<file path="config.mk">
export PLATFORM = sky130hd
export DESIGN_NAME = ps2_cmd_ctrl
export DESIGN_NICKNAME = d
export VERILOG_FILES = /design/src/rtl/ps2_cmd_ctrl.sv
export SDC_FILE = /design/constraint.sdc
export NUM_CORES = 1
export LEC_CHECK = 0
export ABC_CLOCK_PERIOD_IN_PS = 1600
export CAP_MARGIN = 20
export CORE_MARGIN = 8
export CORE_UTILIZATION = 43
export CTS_BUF_LIST = sky130_fd_sc_hd__clkbuf_16
export CTS_CLUSTER_SIZE = 25
export DETAILED_ROUTE_END_ITERATION = 10
export GPL_TIMING_DRIVEN = 0
export PLACE_DENSITY_LB_ADDON = 0.08
export SKIP_CTS_REPAIR_TIMING = 1
export SLEW_MARGIN = 20
export SYNTH_ARGS = -nofsm -noshare
export SYNTH_HDL_FRONTEND = slang
export SYNTH_SLANG_ARGS = --single-unit
</file>
<file path="constraint.sdc">
create_clock -name clk -period 1.6 [get_ports clk]
set_input_delay 0.48 -clock clk [delete_from_list [all_inputs] [get_ports clk]]
set_output_delay 0.48 -clock clk [all_outputs]
set_load 0.05 [all_outputs]
</file>
<file path="src/rtl/ps2_cmd_ctrl.sv">
// PS/2 host command controller: sends a command byte (and optional argument),
// handles 0xFA/0xFE replies with bounded resends, and forwards all other bytes.
// Optional ack timeout is compiled in when PS2_CMD_TIMEOUT_EN is defined.
module ps2_cmd_ctrl #(
    parameter int unsigned CLK_MHZ    = 50,
    parameter int unsigned TIMEOUT_US = 20000,
    parameter int unsigned MAX_RETRY  = 3
) (
    input  logic       clk,
    input  logic       rst,
    input  logic       req_valid,
    output logic       req_ready,
    input  logic [7:0] req_cmd,
    input  logic       req_has_arg,
    input  logic [7:0] req_arg,
    output logic       done,
    output logic       err,
    output logic [1:0] err_code,
    output logic [7:0] tx_data,
    output logic       tx_start,
    input  logic       tx_busy,
    input  logic [7:0] rx_code,
    input  logic       rx_new,
    output logic [7:0] scan_code,
    output logic       scan_valid
);

    localparam int unsigned RetryW = $clog2(MAX_RETRY + 2);

    typedef enum logic [2:0] {
        StIdle, StSendCmd, StWaitCmd, StSendArg, StWaitArg, StDone, StError
    } state_t;

    state_t            state_q, state_d;
    logic [7:0]        cmd_q, cmd_d, arg_q, arg_d;
    logic              has_arg_q, has_arg_d;
    logic [RetryW-1:0] retry_q, retry_d, retry_inc;
    logic [7:0]        tx_data_q, tx_data_d, scan_code_q, scan_code_d;
    logic              tx_start_q, tx_start_d, scan_valid_q, scan_valid_d;
    logic [1:0]        err_code_q, err_code_d;
    logic              in_wait, is_ack, is_nak;

`ifdef PS2_CMD_TIMEOUT_EN
    localparam int unsigned TimeoutCyc = CLK_MHZ * TIMEOUT_US;
    localparam int unsigned CntW       = $clog2(TimeoutCyc + 1);
    logic [CntW-1:0] cnt_q, cnt_d;
`endif

    assign in_wait   = (state_q == StWaitCmd) || (state_q == StWaitArg);
    assign is_ack    = rx_new && (rx_code == 8'hFA);
    assign is_nak    = rx_new && (rx_code == 8'hFE);
    assign retry_inc = retry_q + 1'b1;

    always_comb begin
        state_d      = state_q;
        cmd_d        = cmd_q;
        arg_d        = arg_q;
        has_arg_d    = has_arg_q;
        retry_d      = retry_q;
        tx_data_d    = tx_data_q;
        tx_start_d   = 1'b0;
        scan_code_d  = scan_code_q;
        scan_valid_d = 1'b0;
        err_code_d   = err_code_q;
`ifdef PS2_CMD_TIMEOUT_EN
        cnt_d        = cnt_q;
`endif
        // Acks and resends are consumed only while waiting; everything else is forwarded.
        if (rx_new && !(in_wait && (is_ack || is_nak))) begin
            scan_valid_d = 1'b1;
            scan_code_d  = rx_code;
        end

        case (state_q)
            StIdle: begin
                if (req_valid) begin
                    cmd_d      = req_cmd;
                    arg_d      = req_arg;
                    has_arg_d  = req_has_arg;
                    err_code_d = 2'b00;
                    retry_d    = '0;
                    state_d    = StSendCmd;
                end
            end
            StSendCmd, StSendArg: begin
                if (!tx_busy) begin
                    tx_start_d = 1'b1;
                    tx_data_d  = (state_q == StSendCmd) ? cmd_q : arg_q;
                    state_d    = (state_q == StSendCmd) ? StWaitCmd : StWaitArg;
`ifdef PS2_CMD_TIMEOUT_EN
                    cnt_d      = CntW'(TimeoutCyc);
`endif
                end
            end
            StWaitCmd, StWaitArg: begin
                if (is_ack) begin
                    if (state_q == StWaitCmd && has_arg_q) begin
                        retry_d = '0;
                        state_d = StSendArg;
                    end else begin
                        state_d = StDone;
                    end
                end else if (is_nak) begin
                    retry_d = retry_inc;
                    if (retry_inc <= RetryW'(MAX_RETRY)) begin
                        state_d = (state_q == StWaitCmd) ? StSendCmd : StSendArg;
                    end else begin
                        err_code_d = 2'b01;
                        state_d    = StError;
                    end
                end
`ifdef PS2_CMD_TIMEOUT_EN
                else if (cnt_q <= CntW'(1)) begin
                    cnt_d      = '0;
                    err_code_d = 2'b10;
                    state_d    = StError;
                end else begin
                    cnt_d = cnt_q - CntW'(1);
                end
`endif
            end
            StDone, StError: state_d = StIdle;
            default:         state_d = StIdle;
        endcase
    end

    always_ff @(posedge clk or negedge rst) begin
        if (!rst) begin
            state_q      <= StIdle;
            cmd_q        <= 8'h00;
            arg_q        <= 8'h00;
            has_arg_q    <= 1'b0;
            retry_q      <= '0;
            tx_data_q    <= 8'h00;
            tx_start_q   <= 1'b0;
            scan_code_q  <= 8'h00;
            scan_valid_q <= 1'b0;
            err_code_q   <= 2'b00;
        end else begin
            state_q      <= state_d;
            cmd_q        <= cmd_d;
            arg_q        <= arg_d;
            has_arg_q    <= has_arg_d;
            retry_q      <= retry_d;
            tx_data_q    <= tx_data_d;
            tx_start_q   <= tx_start_d;
            scan_code_q  <= scan_code_d;
            scan_valid_q <= scan_valid_d;
            err_code_q   <= err_code_d;
        end
    end

`ifdef PS2_CMD_TIMEOUT_EN
    always_ff @(posedge clk or negedge rst) begin
        if (!rst) begin
            cnt_q <= '0;
        end else begin
            cnt_q <= cnt_d;
        end
    end
`endif

    assign req_ready  = (state_q == StIdle);
    assign done       = (state_q == StDone);
    assign err        = (state_q == StError);
    assign err_code   = err_code_q;
    assign tx_data    = tx_data_q;
    assign tx_start   = tx_start_q;
    assign scan_code  = scan_code_q;
    assign scan_valid = scan_valid_q;

endmodule

</file>
# [Word level (Yosys, flattened, before mapping)]
# Cells that the tools add are included.
# Widths: inputs -> output; s select.
[classes] n_addsub=1 order_cmp=1 eq_ne=15 n_mux=23 bitwise_logic=1 reduce_logical=17
[ops] op="$mux 3" n=11
[ops] op="$eq 8x8->1 const B" n=2
[ops] op="$mux 2" n=5
[ops] op="$ne 2x2->1 const B" n=5
[ops] op="$eq 3x3->1 const B" n=3
[ops] op="$pmux 3 s3" n=1
[ops] op="$mux 8" n=1
[ops] op="$eq 3x2->1 const B" n=2
[ops] op="$ne 3x3->1 const B" n=2
[ops] op="$pmux 3 s2" n=1
[ops] op="$logic_and 1x1->1" n=5
[ops] op="$reduce_and 5->1" n=1
[ops] op="$pmux 2 s2" n=1
[ops] op="$reduce_and 2->1" n=2
[ops] op="$reduce_and 4->1" n=1
[ops] op="$reduce_or 2->1" n=2
[ops] op="$add 3x1->3 const B" n=1
[ops] op="$eq 3x1->1 const B" n=1
[ops] op="$le 3x2->1 const B" n=1
[ops] op="$logic_not 3->1" n=1
[ops] op="$mux 1" n=3
[ops] op="$reduce_and 3->1" n=1
[ops] op="$logic_or 1x1->1" n=2
[ops] op="$reduce_bool 2->1" n=1
[ops] op="2 further kinds" n=2
[totals] regBits=43 input_bits=30 output_inout_bits=23 wordCells=68

# [Longest topological paths before layout]
# Gate-level depths: netlist of run 1.
[depth] word_depth=7 depth_mapped=7 ltp_nobuf=7

# [Worst setup path after synthesis of run 1]
# Ideal clock, no wire load.
[synth_path] path_kind="register to register" start="register state_q[0]" end="register arg_q[0]" setup_time_ns=0.125 arrival_ns=2.651 t_required_ns=1.475 path_slack_ns=-1.176 path_stages_with_launch=7 path_buffers=3 period_less_slack_ns=2.776 cell_sequence="dfrtp_1 -> clkbuf_1 -> nor3_1 -> and2_1 -> buf_2 -> buf_2 -> mux2_2"
[synth_between] elab_chain_cells=2
[synth_lines] item="start, declared" line="34" source="state_t state_q, state_d;"
[synth_lines] item="start signal, assigned" line="129" source="state_q <= StIdle;"
[synth_lines] item="start signal, assigned" line="140" source="state_q <= state_d;"
[synth_lines] item="$logic_not 3->1"
[synth_lines] item="via req_ready" line="12" source="output logic req_ready,"
[synth_lines] item="$reduce_and 2->1 (no line)"
[synth_lines] item="end signal, assigned" line="142" source="arg_q <= arg_d;"
[synth_lines] item="end, declared" line="35" source="logic [7:0] cmd_q, cmd_d, arg_q, arg_d;"
# The timed path passes the listed nets, and every way through them passes these cells.
# A chain may end at the register's enable or synchronous reset.

# [Worst setup path in the final report of run 1]
[layout_path] start="register state_q[1]" end="output port done"
[layout_between] elab_chain_cells=1
[layout_lines] item="$eq 3x3->1" line="164" source="assign done = (state_q == StDone);"
[layout_lines] item="end, declared" line="16" source="output logic done,"
# Every way passes these cells.

==> results.tsv, run 1 <==
metric	value	unit
grt_pass1_vias	1655	
grt_start_max_net_pins	27	
synth_area_leader_cell	dfrtp_1	
slew_headroom	64.8	%
vias_per_cell	5.22	
synth_nets	217	
cp.required	1.12	ns
htreeDepth	2	
layout-drive-gt1-share	39.8	%
synthFlopType	dfrtp_1	
cts_buffers	5	
status	complete, but fails checks	
finalCritPeriodShare	110	%
crit_buf_inv	3	
skew	0.00328	ns
violations	setup timing	
area.growth.synth_to_final	62.4	%
slew_violations	0	
route.detailed.drc	0	
period_minus_slack	1.77	ns
firstDrtPassIters	4	
worst_setup_path_start_kind	register	
synth_top_area_share	52.4	%
critPathTopFamily	flip-flops	
io_pins	53	
die_area	7100	sq um
timing_hold_violations_final	0	
power-per-cell-area	1750	nW/um^2
final.setup.worst_slack	-0.165	ns
synth-seq-area-share	52.4	%
antenna_found_initial	0	
endpoint_kind	output pin	
grt.total_usage	13.2	%
dpl.hpwl	3410	um
die_h	84.3	um
grt_pass1_wl	7830	um
crit_top_cell	buf_6	
synth_area_leaders	dfrtp_1, mux2_2, nand2_1	
cts.sinks	42	
first_iter_violations	89	
setup_viol	21	
worst_slew_pin_slew	0.527	ns
wl	5160	um
synthDistinctLibCells	47	
vias	1685	
power	0.00570	W
ant_nets	0	
syn_inst	185	
critPathKind	register to output pin	
clockBufferDepth	2	
fin_hold_ws	0.129	ns
crit_path_cell_trace	buf_6, inv_2, and3_2, buf_6	
nets	300	
grt-ovfl-total	0	
fin_setup_tns	-1.82	ns
arrival	1.29	ns
root_buffer	clkbuf_16	
num-fill-cells	327	
critPathMaxFanout	5	
rsz0062_at_grt	yes	
async_flop_share	100	%
clk_latency	0.28	ns
diodes	0	
start_util	43.6	%
yosysWarnings	0	
power_leakage	1.64	nW
design.core.area	4600	sq um
ir_drop	1.21	mV
avgSynthCellArea	10.8	sq um
synth_edf_count	0	
synth_area	2000	sq um
cp_slowest_stage_delay	0.45	ns
row_count	25	
place.port_buffers	50	
gp_congestion	0.871	
wl_per_cell	16.0	um
cts_tree	done	
max_freq	566	MHz
dieWidth	84.3	um
hold_path_class	input port to async pin	
clkTransAtPathRegs	0.06	ns
crit_slowest_cell	dfrtp_2	
ys_seq_elements	42	
drv_cap	0	
layer usage:
layer | vias to the layer above | GRT usage (%) | routed length (um)
met3 | 6 | 4.45 | 331
li1 | 810 | - | -
met1 | 812 | 15.4 | 2180
met4 | 0 | 4.71 | 56
met5 | - | 0 | 0
met2 | 57 | 21.8 | 2600
kinds of logic (layout without fill, tap and decap cells):
logic type	Yosys count	after routing	share of synthesized area [%]
DFF	42	42	52.4
and+or+nand+nor	67	67	16.7
AOI/OAI and AO/OA	30	30	11.0
adders and majority gates	3	3	1.75
buffers and inverters	15	99	3.49
muxes	25	25	13.5
xor gates and xnor gates	2	2	0.874
other	1	1	0.187
state kept, by name, indices dropped and copies added (netlist names):
signal / count
scan_valid: 1
tx_data: 8
state_q: 3
arg_q: 8
scan_code: 8
has_arg_q: 1
err_code: 1
cmd_q: 8
retry_q: 3
tx_start: 1
power breakdown:
part           switching (W)  internal, W
logic                0.00154      0.00149
registers           0.000245      0.00146
clock network       0.000397     0.000577
total                0.00218      0.00352
synth_stat cells, drive strengths merged, types with 2 or more instances:
cell type  count
mux2i          8
o31ai          2
nor3           7
dfrtp         42
nor2          18
a211o          2
nor4bb         2
nand2b         4
buf            8
nand2         26
mux2          17
inv            5
nand3          2
o41ai          2
o211ai         2
nor2b          2
a21oi         10
ha             2
per-stage QoR:
step / std cells / utilization (%) / setup WS, ns / instance area (sq um)
3_3_place_gp: 289 / 57.5 / -1.11 / 2640
3_5_place_dp: 290 / 57.8 / -0.938 / 2660
4_1_cts: 298 / 61.0 / -0.953 / 2810
5_1_grt: 323 / 70.8 / -0.227 / 3250
2_1_floorplan: 185 / - / -0.290 / 2080
6_report: 323 / 70.8 / -0.165 / 3250
worst reg2reg max path: stages, from the launching register on:
cell and delay [ns]:
dfrtp_2 0.44, nand2b_1 0.19, o21ai_0 0.10, a211o_1 0.29
a221o_1 0.31, a211o_1 0.26
final cells by class:
cell class | instances | area [sq um] | share of cell area [%]
Buffer | 8 | 88.8 | 2.73
Clock buffer | 5 | 125 | 3.84
Clock inverter | 3 | 21.3 | 0.654
Inverter | 6 | 26.3 | 0.807
Multi-Input combinational cell | 128 | 1080 | 33.3
Sequential cell | 42 | 1060 | 32.4
Tap cell | 54 | 67.6 | 2.08
Timing Repair Buffer | 77 | 785 | 24.1
cells in the final DEF, fill, tap and decap left out, drive strengths merged, types with 2 or more instances in the layout:
cell and instances:
mux2i 8, nor4bb 2, o31ai 2, dlymetal6s2s 20, o211ai 2, nand3 2
nand2b 4, clkinv 2, clkdlybuf4s50 18, nand2 26, o41ai 2, clkinvlp 2
nor2b 2, nor3 7, a21oi 10, clkbuf 11, buf 41, ha 2
mux2 17, nor2 18, a211o 2, dfrtp 42, inv 5
worst paths after layout:
kind / from / to / slack, ns / cells past startpoint
worst max-delay path: state_q[1] / done / -0.17 / 4
worst min-delay path: rst / scan_valid / 0.13 / 1
worst max register to register: state_q[2] / retry_q[2] / -0.10 / 5
worst min register to register: scan_code[6] / scan_code[6] / 0.46 / 2
max in group asynchronous: rst / state_q[1] / 0.97 / 2
min in group clk: rx_code[6] / scan_code[6] / 0.43 / 3
Note: power is estimated with default switching activity, not from simulation.
==> run 2, diff against run 1 <==
--- a/config.mk
+++ b/config.mk
@@ -14,6 +14,7 @@
 export DETAILED_ROUTE_END_ITERATION = 10
 export GPL_TIMING_DRIVEN = 0
 export PLACE_DENSITY_LB_ADDON = 0.08
+export RECOVER_POWER = 100
 export SKIP_CTS_REPAIR_TIMING = 1
 export SLEW_MARGIN = 20
 export SYNTH_ARGS = -nofsm -noshare
==> results.tsv, run 2 (same netlist as run 1, synthesis figures left out) <==
metric	value	unit	change
cts.sinks	42		unchanged
firstDrtPassIters	4		unchanged
rsz0062_at_grt	yes		unchanged
grt.total_usage	13.2	%	unchanged
slew_violations	0		unchanged
grt_start_max_net_pins	27		unchanged
power	0.00569	W	was 0.00570 W
setup_viol	21		unchanged
power-per-cell-area	1760	nW/um^2	was 1750 nW/um^2
finalCritPeriodShare	110	%	about the same
first_iter_violations	93		was 89
slew_headroom	38.7	%	was 64.8%
start_util	43.6	%	unchanged
num-fill-cells	330		was 327
grt_pass1_vias	1655		unchanged
htreeDepth	2		unchanged
antenna_found_initial	0		unchanged
clockBufferDepth	2		unchanged
final_common_cell	dfrtp_1		unchanged
vias_per_cell	5.26		was 5.22
route.detailed.drc	0		unchanged
die_h	84.3	um	unchanged
endpoint_kind	output pin		unchanged
r2r_slack	-0.10	ns	about the same
design.core.area	4600	sq um	unchanged
design_area	3240	sq um	was 3250 sq um
violations	setup timing		unchanged
root_buffer	clkbuf_16		unchanged
place.port_buffers	50		unchanged
arrival	1.29	ns	about the same
status	complete, but fails checks		unchanged
skew	0.00324	ns	was 0.00328 ns
max_freq	566	MHz	about the same
layout-drive-gt1-share	39.4	%	was 39.8%
worst_slew_pin_slew	0.919	ns	was 0.527 ns
ant_nets	0		unchanged
final.setup.worst_slack	-0.165	ns	about the same
worst_setup_path_start_kind	register		unchanged
clk_latency	0.28	ns	about the same
clkTransAtPathRegs	0.06	ns	about the same
diodes	0		unchanged
timing_hold_violations_final	0		unchanged
ir_drop	1.21	mV	about the same
place_inst	290		unchanged
area.growth.synth_to_final	61.4	%	was 62.4%
placed_cell_area	2660	sq um	unchanged
hold_path_class	input port to async pin		unchanged
dieWidth	84.3	um	unchanged
finalNonFillerCells	323		unchanged
cts_buffers	5		unchanged
grt_pass1_wl	7830	um	unchanged
cp.required	1.12	ns	about the same
row_count	25		unchanged
final_cell_mix	dfrtp_1, nand2_1, buf_4		unchanged
wl	5180	um	was 5160 um
io_pins	53		unchanged
drv_cap	0		unchanged
cts_tree	done		unchanged
vias	1699		was 1685
wl_per_cell	16.0	um	about the same
grt-ovfl-total	0		unchanged
period_minus_slack	1.77	ns	about the same
critPathKind	register to output pin		unchanged
dpl.hpwl	3410	um	unchanged
gp_congestion	0.871		unchanged
nets	300		unchanged
die_area	7100	sq um	unchanged
power_leakage	1.63	nW	was 1.64 nW
critPathMaxFanout	5		unchanged
run 2: final timing paths:
| path | startpoint | to | cells after the start |
|---|---|---|---|
| setup / recovery | state_q[1] | done | 4 |
| hold / removal | rst | scan_valid | 1 |
| setup reg to reg | state_q[2] | retry_q[2] | 5 |
| hold reg to reg | scan_code[6] | scan_code[6] | 2 |
| max in group asynchronous | rst | retry_q[1] | 2 |
| min in group clk | rx_code[6] | scan_code[6] | 3 |
run 2: metal layers:
| layer | vias up | track usage [%] | wire (um) |
|---|---|---|---|
| met1 | 823 | 15.4 | 2190 |
| li1 | 812 | - | - |
| met3 | 8 | 4.45 | 315 |
| met4 | 0 | 4.71 | 65 |
| met2 | 56 | 21.8 | 2610 |
| met5 | - | 0 | 0 |
run 2: report_power, final:
| part | switching [W] | leakage (nW) | internal, W |
|---|---|---|---|
| Combinational | 0.00153 | 1.06 | 0.00148 |
| Sequential | 0.000244 | 0.499 | 0.00146 |
| Clock | 0.000398 | 0.0698 | 0.000577 |
run 2: area by class of cell:
type,count,area (sq um),area share [%]
buffer,8,86.3,2.67
clock buffer,5,125,3.87
clock inverter,3,21.3,0.657
inverter,6,26.3,0.812
multi-input combinational,128,1080,33.5
sequential,42,1060,32.6
tap,54,67.6,2.09
timing repair buffer,77,768,23.7
run 2: worst max-delay path: stages, from the launching register on:
cell and delay (ns):
dfrtp_2 0.45, buf_6 0.14, inv_2 0.08, and3_2 0.18, buf_6 0.15
run 2: through the flow:
| stage | TNS, ns | util, % | hold WS, ns | worst slack, ns |
|---|---|---|---|---|
| after global placement | -69.34 | 57.5 | 0.458 | -1.11 |
| after detailed placement | -22.38 | 57.8 | 0.436 | -0.938 |
| after floorplan | -5.18 | - | 0.184 | -0.290 |
| final | -1.83 | 70.4 | 0.311 | -0.165 |
| after global routing | -3.61 | 70.4 | 0.395 | -0.227 |
| after CTS | -18.58 | 61.0 | 0.135 | -0.953 |
==> run 3, diff against run 2 <==
--- a/config.mk
+++ b/config.mk
@@ -20,3 +20,4 @@
 export SYNTH_ARGS = -nofsm -noshare
 export SYNTH_HDL_FRONTEND = slang
 export SYNTH_SLANG_ARGS = --single-unit
+export TNS_END_PERCENT = 10
==> results.tsv, run 3 (same netlist as run 1, synthesis figures left out) <==
metric	value	unit	change
design.core.area	4600	sq um	unchanged
antenna_found_initial	0		unchanged
grt_use_met2	21.0	%	was 21.8%
crit_start	rx_code[0]		was state_q[1]
clkTransAtPathRegs	0.06	ns	about the same
route.detailed.drc	0		unchanged
busiest_layer	met2		unchanged
layout-drive-gt1-share	27.7	%	was 39.4%
slew_violations	0		unchanged
dpl.hpwl	3520	um	was 3410 um
design_area	2970	sq um	was 3240 sq um
placed_cell_area	2620	sq um	was 2660 sq um
skew	0.00388	ns	was 0.00324 ns
row_count	25		unchanged
power_leakage	1.51	nW	was 1.63 nW
start_util	43.6	%	unchanged
grt_pass1_wl	7950	um	was 7830 um
num-fill-cells	372		was 330
finalNonFillerCells	307		was 323
critPathMaxFanout	6		was 5
setup_viol	26		was 21
critPathKind	input port to register		was register to output pin
met1_usage	16.7	%	was 15.4%
finalCritPeriodShare	118	%	was 110%
grt_start_max_net_pins	30		was 27
worst_setup_path_start_kind	input port		was register
grt-ovfl-total	0		unchanged
max_freq	530	MHz	was 566 MHz
die_h	84.3	um	unchanged
final.setup.worst_slack	-0.286	ns	was -0.165 ns
gp_congestion	0.903		was 0.871
wl_per_cell	16.4	um	was 16.0 um
place_inst	290		unchanged
rsz0062_at_grt	yes		unchanged
grtUsageMet3	5.23	%	was 4.45%
cts_buffers	5		unchanged
clockBufferDepth	2		unchanged
crit_path_cell_trace	dlymetal6s2s_1, nand4b_4, or2_4, a211o_1, a221o_1, a211o_1		was buf_6, inv_2, and3_2, buf_6
cts_tree	done		unchanged
die_area	7100	sq um	unchanged
nets	284		was 300
slew_headroom	49.2	%	was 38.7%
root_buffer	clkbuf_16		unchanged
status	complete, but fails checks		unchanged
grt_pass1_vias	1636		was 1655
worst_slew_pin_slew	0.762	ns	was 0.919 ns
period_minus_slack	1.89	ns	was 1.77 ns
ant_nets	0		unchanged
wl	5040	um	was 5180 um
crit_slowest_cell	a221o_1		was dfrtp_2
diodes	0		unchanged
first_iter_violations	71		was 93
grt.total_usage	13.6	%	was 13.2%
place.port_buffers	50		unchanged
cp.required	1.76	ns	was 1.12 ns
vias	1646		was 1699
endpoint_kind	register		was output pin
final_common_cell	dfrtp_1		unchanged
final_cell_mix	dfrtp_1, nand2_1, dlymetal6s2s_1		was dfrtp_1, nand2_1, buf_4
r2r_slack	-0.20	ns	was -0.10 ns
violations	setup timing		unchanged
r2r-start	state_q[1]		was state_q[2]
firstDrtPassIters	4		unchanged
cp_slowest_stage_delay	0.32	ns	was 0.45 ns
timing_hold_violations_final	0		unchanged
hold_path_class	input port to async pin		unchanged
ir_drop	0.932	mV	was 1.21 mV
drv_cap	0		unchanged
power	0.00535	W	was 0.00569 W
vias_per_cell	5.36		was 5.26
arrival	2.05	ns	was 1.29 ns
dieWidth	84.3	um	unchanged
power-per-cell-area	1800	nW/um^2	was 1760 nW/um^2
io_pins	53		unchanged
fin_hold_ws	0.245	ns	was 0.311 ns
reg2reg_to	retry_q[2]		unchanged
htreeDepth	2		unchanged
cts.sinks	42		unchanged
setup.worst_path.end	retry_q[2]		was done
clk_latency	0.28	ns	about the same
ff2ff_path_depth	5		unchanged
crit_top_cell	a211o_1		was buf_6
area.growth.synth_to_final	48.2	%	was 61.4%
==> run 3: cell count changes in the layout (fill, tap and decap cells not counted), moves of 3 or more <==
cell | before | now
mux2_2 | 5 | 15
mux2_4 | 12 | 2
dlymetal6s2s_1 | 20 | 23
buf_4 | 23 | 9
==> run 3: report_power, final <==
part	internal (W)	switching [W]	total, W	leakage, nW
Clock	0.000725	0.000396	0.00112	0.0864
Sequential	0.00146	0.000238	0.00169	0.503
Combinational	0.00112	0.00141	0.00253	0.919
==> run 3: worst min-delay path by stage <==
stage	slack, ns	depth (start not counted)	start	to
after detailed placement	0.41	1	rst	arg_q[1]
after global routing	0.30	1	rst	scan_code[6]
after floorplan	0.18	0	rst	arg_q[0]
after global placement	0.46	2	scan_code[2]	scan_code[2]
after CTS	0.11	1	rst	arg_q[1]
final	0.25	1	rst	scan_code[6]
==> run 3: worst max-delay path, delay by kind of cell <==
family / cells / cell delay, ns
compound gates: 3 / 0.92
simple gates: 2 / 0.51
buf+inv: 1 / 0.14
==> run 3: stage by stage <==
stage	worst slack (ns)	utilization, %	TNS (ns)
after floorplan	-0.292	-	-5.51
after global placement	-1.07	56.7	-67.72
after detailed placement	-0.953	57.0	-22.57
after CTS	-0.913	60.5	-19.03
after global routing	-0.325	64.6	-5.78
final	-0.286	64.6	-2.79
==> run 3: per-layer routing <==
| layer | wire (um) | vias to the layer above |
|---|---|---|
| met1 | 2170 | 806 |
| met5 | 0 | - |
| met3 | 323 | 8 |
| met4 | 80 | 0 |
| met2 | 2470 | 52 |
| li1 | - | 780 |
==> run 3: cell type report <==
| type | instances | area (sq um) | share of cell area [%] |
|---|---|---|---|
| tap | 54 | 67.6 | 2.27 |
| inverter | 6 | 31.3 | 1.05 |
| multi-input combinational | 128 | 957 | 32.2 |
| clock inverter | 3 | 37.5 | 1.26 |
| buffer | 9 | 88.8 | 2.99 |
| sequential | 42 | 1050 | 35.5 |
| clock buffer | 5 | 125 | 4.21 |
| timing repair buffer | 60 | 609 | 20.5 |
